===== src/rtl/mem_bus_arbiter.sv =====
`default_nettype none
// ============================================================================
// Module   : mem_bus_arbiter
// Purpose  : Arbitrates an instruction-fetch port and a load/store port onto
//            one single-master memory bus. Both ports have equal priority and
//            alternate when both are requesting. The wait is bounded by a
//            timeout that aborts the cycle and pulses bus_err.
// Ports    : clk, rst (sync, active-high)
//            inst_req/inst_addr -> inst_rdata/inst_ack   fetch port
//            data_req/we/sel/addr/wdata -> data_rdata/data_ack  load/store port
//            stall_request      pipeline stall, combinational
//            bus_cyc/we/sel/addr/wdata -> bus_rdata/bus_ack, bus_err  bus side
// Revision : 1.0 - initial release
// ============================================================================
module mem_bus_arbiter #(
  parameter int unsigned TIMEOUT = 15
) (
  input  logic        clk,
  input  logic        rst,
  input  logic        inst_req,
  input  logic [31:0] inst_addr,
  output logic [31:0] inst_rdata,
  output logic        inst_ack,
  input  logic        data_req,
  input  logic        data_we,
  input  logic [3:0]  data_sel,
  input  logic [31:0] data_addr,
  input  logic [31:0] data_wdata,
  output logic [31:0] data_rdata,
  output logic        data_ack,
  output logic        stall_request,
  output logic        bus_cyc,
  output logic        bus_we,
  output logic [3:0]  bus_sel,
  output logic [31:0] bus_addr,
  output logic [31:0] bus_wdata,
  input  logic [31:0] bus_rdata,
  input  logic        bus_ack,
  output logic        bus_err
);

  localparam int CNT_W = (TIMEOUT < 16) ? 4 : $clog2(TIMEOUT + 1);
  // The abort fires at the edge where the count would reach TIMEOUT, so a
  // bus_ack in the TIMEOUT-th wait cycle still completes normally.
  localparam logic [CNT_W-1:0] CNT_LAST = CNT_W'(TIMEOUT - 1);

  typedef enum logic [1:0] {
    IDLE = 2'd0,
    DATA = 2'd1,
    INST = 2'd2
  } state_t;

  state_t           state;
  state_t           state_next;
  logic             last_grant_inst;  // 0: data port completed last
  logic [CNT_W-1:0] wait_cnt;
  logic             grant_data;
  logic             grant_inst;
  logic             done_ack;
  logic             done_timeout;

  // State register
  always_ff @(posedge clk) begin
    if (rst) begin
      state <= IDLE;
    end else begin
      state <= state_next;
    end
  end

  // Next-state and grant/completion decode
  always_comb begin
    state_next   = state;
    grant_data   = 1'b0;
    grant_inst   = 1'b0;
    done_ack     = 1'b0;
    done_timeout = 1'b0;
    case (state)
      IDLE: begin
        if (data_req && (!inst_req || last_grant_inst)) begin
          grant_data = 1'b1;
          state_next = DATA;
        end else if (inst_req) begin
          grant_inst = 1'b1;
          state_next = INST;
        end
      end
      DATA, INST: begin
        if (bus_ack) begin
          done_ack   = 1'b1;
          state_next = IDLE;
        end else if (wait_cnt == CNT_LAST) begin
          done_timeout = 1'b1;
          state_next   = IDLE;
        end
      end
      default: state_next = IDLE;
    endcase
  end

  // Registered bus and port outputs
  always_ff @(posedge clk) begin
    if (rst) begin
      last_grant_inst <= 1'b0;
      wait_cnt        <= '0;
      bus_cyc         <= 1'b0;
      bus_we          <= 1'b0;
      bus_sel         <= 4'b0000;
      bus_addr        <= 32'h0;
      bus_wdata       <= 32'h0;
      inst_rdata      <= 32'h0;
      data_rdata      <= 32'h0;
      inst_ack        <= 1'b0;
      data_ack        <= 1'b0;
      bus_err         <= 1'b0;
    end else begin
      // Completion strobes are single-cycle pulses
      inst_ack <= 1'b0;
      data_ack <= 1'b0;
      bus_err  <= 1'b0;

      if (grant_data) begin
        bus_cyc   <= 1'b1;
        bus_we    <= data_we;
        bus_sel   <= data_sel;
        bus_addr  <= data_addr;
        bus_wdata <= data_wdata;
        wait_cnt  <= '0;
      end else if (grant_inst) begin
        bus_cyc   <= 1'b1;
        bus_we    <= 1'b0;
        bus_sel   <= 4'b1111;
        bus_addr  <= inst_addr;
        bus_wdata <= 32'h0;
        wait_cnt  <= '0;
      end else if (done_ack) begin
        bus_cyc         <= 1'b0;
        last_grant_inst <= (state == INST);
        if (state == INST) begin
          inst_ack   <= 1'b1;
          inst_rdata <= bus_rdata;
        end else begin
          data_ack <= 1'b1;
          // A store leaves the last load value visible
          if (!bus_we) begin
            data_rdata <= bus_rdata;
          end
        end
      end else if (done_timeout) begin
        bus_cyc         <= 1'b0;
        bus_err         <= 1'b1;
        last_grant_inst <= (state == INST);
        if (state == INST) begin
          inst_ack   <= 1'b1;
          inst_rdata <= 32'h0;
        end else begin
          data_ack   <= 1'b1;
          data_rdata <= 32'h0;
        end
      end else if (state != IDLE) begin
        wait_cnt <= wait_cnt + CNT_W'(1);
      end
    end
  end

  // Stall holds the pipeline until each pending requester sees its ack
  assign stall_request = (data_req & ~data_ack) | (inst_req & ~inst_ack);

endmodule
`default_nettype wire


===== config.mk =====
export PLATFORM = sky130hd
export DESIGN_NAME = mem_bus_arbiter
export DESIGN_NICKNAME = d
export VERILOG_FILES = /design/src/rtl/mem_bus_arbiter.sv
export SDC_FILE = /design/constraint.sdc
export NUM_CORES = 1
export LEC_CHECK = 0
export BUFFER_PORTS_ARGS = -buffer_cell sky130_fd_sc_hd__clkbuf_2
export CAP_MARGIN = 20
export CORE_MARGIN = 4
export CORE_UTILIZATION = 49
export DETAILED_ROUTE_END_ITERATION = 16
export GPL_ROUTABILITY_DRIVEN = 0
export PLACE_DENSITY_LB_ADDON = 0.3
export SETUP_SLACK_MARGIN = 0.05
export SLEW_MARGIN = 10
export SYNTH_ARGS = -nofsm -noshare
export SYNTH_HDL_FRONTEND = slang
export SYNTH_SLANG_ARGS = --single-unit

===== constraint.sdc =====
create_clock -name clk -period 2.8 [get_ports clk]
set_clock_uncertainty 0.05 [all_clocks]
set_input_delay 0 -clock clk [delete_from_list [all_inputs] [get_ports clk]]
set_output_delay 0 -clock clk [all_outputs]
set_load 0.01 [all_outputs]

==> impl_metrics.toml <==
[status]
run_status = "completed"

[grt]
antenna_found_initial = 0
grt_usage_pct = 29.5
grt_pass1_wl_mm = 30.6
grt_pass1_vias = 6242
grt_overflow = 0
grt_max_degree = 73

[place]
dp_hpwl_mm = 11.2
dp_slack_ns = 0.578
port_buffers = 275
placed_cells = 929
placed_area_um2 = 6970

[synth]
postSynthAreaPerCell_um2 = 10.1
netlist_top_cells_count = "dfxtp_1, nand2_1, nand2b_1, mux2i_1, a22o_1"
synth_fp_nets = 684
yosysMostFrequentCell = "dfxtp_1"
synth_seq_cells = 144
ys.flop_type = "dfxtp_1"
synth_edf_count = 0
synthCells = 542
yosysTopAreaCell = "dfxtp_1"
netlist_area_um2 = 5490
synthTopCellsByArea = "dfxtp_1, mux2i_1, nand2b_1"
yosys_warnings = 0
ys_seq_area_share_pct = 52.5
synth_cell_type_count = 35
synth_top_area_share_pct = 52.5
async_flop_share_pct = 0

[cts]
worstSkewPairLatency_ns = 0.50
cts.clk_slew.worst_paths_ns = 0.06
numCtsBuffers = 17
clockBufferDepth = 2
cts_tree = "yes"
numClockSinks = 144
htreeDepth = 4
cts-root-buf = "clkbuf_8"

[finish]
diodes = 0
nNetsFinal = 1091
design_area_um2 = 8910
fillers = 639
final_util_pct = 81.9
syn_to_final_growth_pct = 62.4
instances_no_fill = 1102
drive_above_1_share_pct = 34.5

[worst_setup_path]
crit_required_ns = 3.18
ff2ff_setup_slack_ns = 0.42
cp_slowest_cell = "dlygate4sd3_1"
crit_chain = "inv_1, ha_1, inv_2, a211oi_4, buf_4, o221ai_1, dlygate4sd3_1, nand2_1"
worstSetupPathType = "flip-flop to flip-flop"
cp.buffers_inverters = 4
cp_max_fo = 20
setup.worst_path.end_class = "flip-flop"
arrival_ns = 2.77
cp_slowest_stage_delay_ns = 0.62
cp_top_family = "buffers and inverters"
cp-start-kind = "flip-flop"

[routing]
vias_per_cell = 5.20
routed_wl_mm = 19.1
routedWlPerCell_um = 17.3
vias = 5729
drc = 0
first_pass_iters = 4
initialDrtViolationCount = 431
drtAntennaViolNets = 0

[die]
initial_utilization_pct = 50.4
fp.dieW_um = 114
io_pins = 276
core-area_um2 = 10900
num_rows = 38
die_y_um = 114
dieArea_um2 = 13000

[power]
p_per_area_nw_per_um2 = 555
p_leak_nw = 4.43
max-vdd-ir-drop_v = 0.000482
power_mw = 4.95

[timing]
max_freq_mhz = 420
hold_violations = 0
post-route-period-util_pct = 85.1
period_needed_ns = 2.38
slew_headroom_pct = 61.9
tightest_slew_ns = 0.571
setup-violations-final = 0
rsz0062_at_grt = "no"
hold_ws_ns = 0.0282
fin_ws_ns = 0.418
tns_ns = 0
finalMaxSlewViolations = 0

[run]
drv_cap = 0

[min_path]
worst_hold_path_type = "input port to flip-flop"
==> final timing paths <==
kind | from | end | cells past startpoint
max | state[0]$_SDFFE_PP0P_ | bus_addr[17]$_SDFFE_PP0P_ | 8
min | inst_req | state[1]$_SDFFE_PP0P_ | 4
max reg2reg | state[0]$_SDFFE_PP0P_ | bus_addr[17]$_SDFFE_PP0P_ | 8
min reg2reg | bus_addr[0]$_SDFFE_PP0P_ | bus_addr[0]$_SDFFE_PP0P_ | 2
==> power by group <==
part           leakage (nW)  total [mW]  internal (mW)  switching (mW)
combinational          3.01       0.762          0.391           0.371
sequential             1.17        2.20           2.14          0.0591
clock                 0.248        1.99           1.13           0.859
==> registers in the layout (all words and copies together), names as in the netlist <==
register	count
wait_cnt	4
last_grant_inst	1
inst_ack	1
bus_addr	32
data_ack	1
bus_we	1
bus_cyc	1
data_rdata	32
bus_sel	4
state	2
bus_wdata	32
bus_err	1
inst_rdata	32
==> kinds of logic after synthesis <==
group	synth area share [%]
DFF	52.5
and+or+nand+nor	16.9
buffers and inverters	4.10
AOI/OAI and AO/OA	13.4
xor gates and xnor gates	0.479
muxes	11.7
adders and majority gates	0.912
==> metal layers <==
metal / vias to the layer above / GRT usage [%] / routed length [um]
li1: 2701 / - / -
met1: 2674 / 31.5 / 6960
met2: 280 / 53.1 / 9830
met3: 74 / 7.53 / 1350
met4: 0 / 15.8 / 914
met5: - / 0 / 0
==> worst reg2reg max path: stages, from the launching register on <==
cell	delay, ns
dfxtp_1	0.31
inv_1	0.08
ha_1	0.33
inv_2	0.15
a211oi_4	0.20
buf_4	0.28
o221ai_1	0.16
dlygate4sd3_1	0.63
nand2_1	0.13
==> layout by cell type (no fill, tap or decap), types with 2 or more instances in the layout <==
cell,synthesis,routed
clkinv_2,0,4
inv_1,8,8
clkbuf_16,0,16
a211oi_1,4,4
a31oi_1,3,3
clkbuf_2,1,275
mux2i_1,64,64
clkinv_4,0,3
clkinvlp_4,0,6
ha_1,4,4
nor2_1,11,9
o21ai_2,2,2
dlygate4sd3_1,0,139
nand3_2,2,2
nand2b_1,67,67
dfxtp_1,144,144
a22o_1,33,33
buf_12,0,2
nor3_4,0,2
inv_2,2,2
a21oi_1,5,5
o221ai_1,32,32
xnor2_1,3,3
clkbuf_8,0,3
nand2_1,103,103
buf_4,6,10
nand3_1,3,3
==> repair_timing <==
action / 4_1_cts / 5_1_grt
hold buffers: 139 / 0
endpoints found under the hold margin: 137 / 0
buffers inserted: 0 / 2
gates resized for setup: 0 / 0
endpoints found under the setup margin: 0 / 19
==> layout make-up <==
class	count	area, um2	area share (%)
flip-flops and latches	144	2880	32.3
repair buffers	426	2880	32.3
multi-input cells	350	2400	27.0
clock buffers	19	442	4.96
well taps	140	175	1.97
clock inverters	13	91.3	1.02
inverters	10	37.5	0.421
No activity file was read; power rests on OpenSTA's default activity.
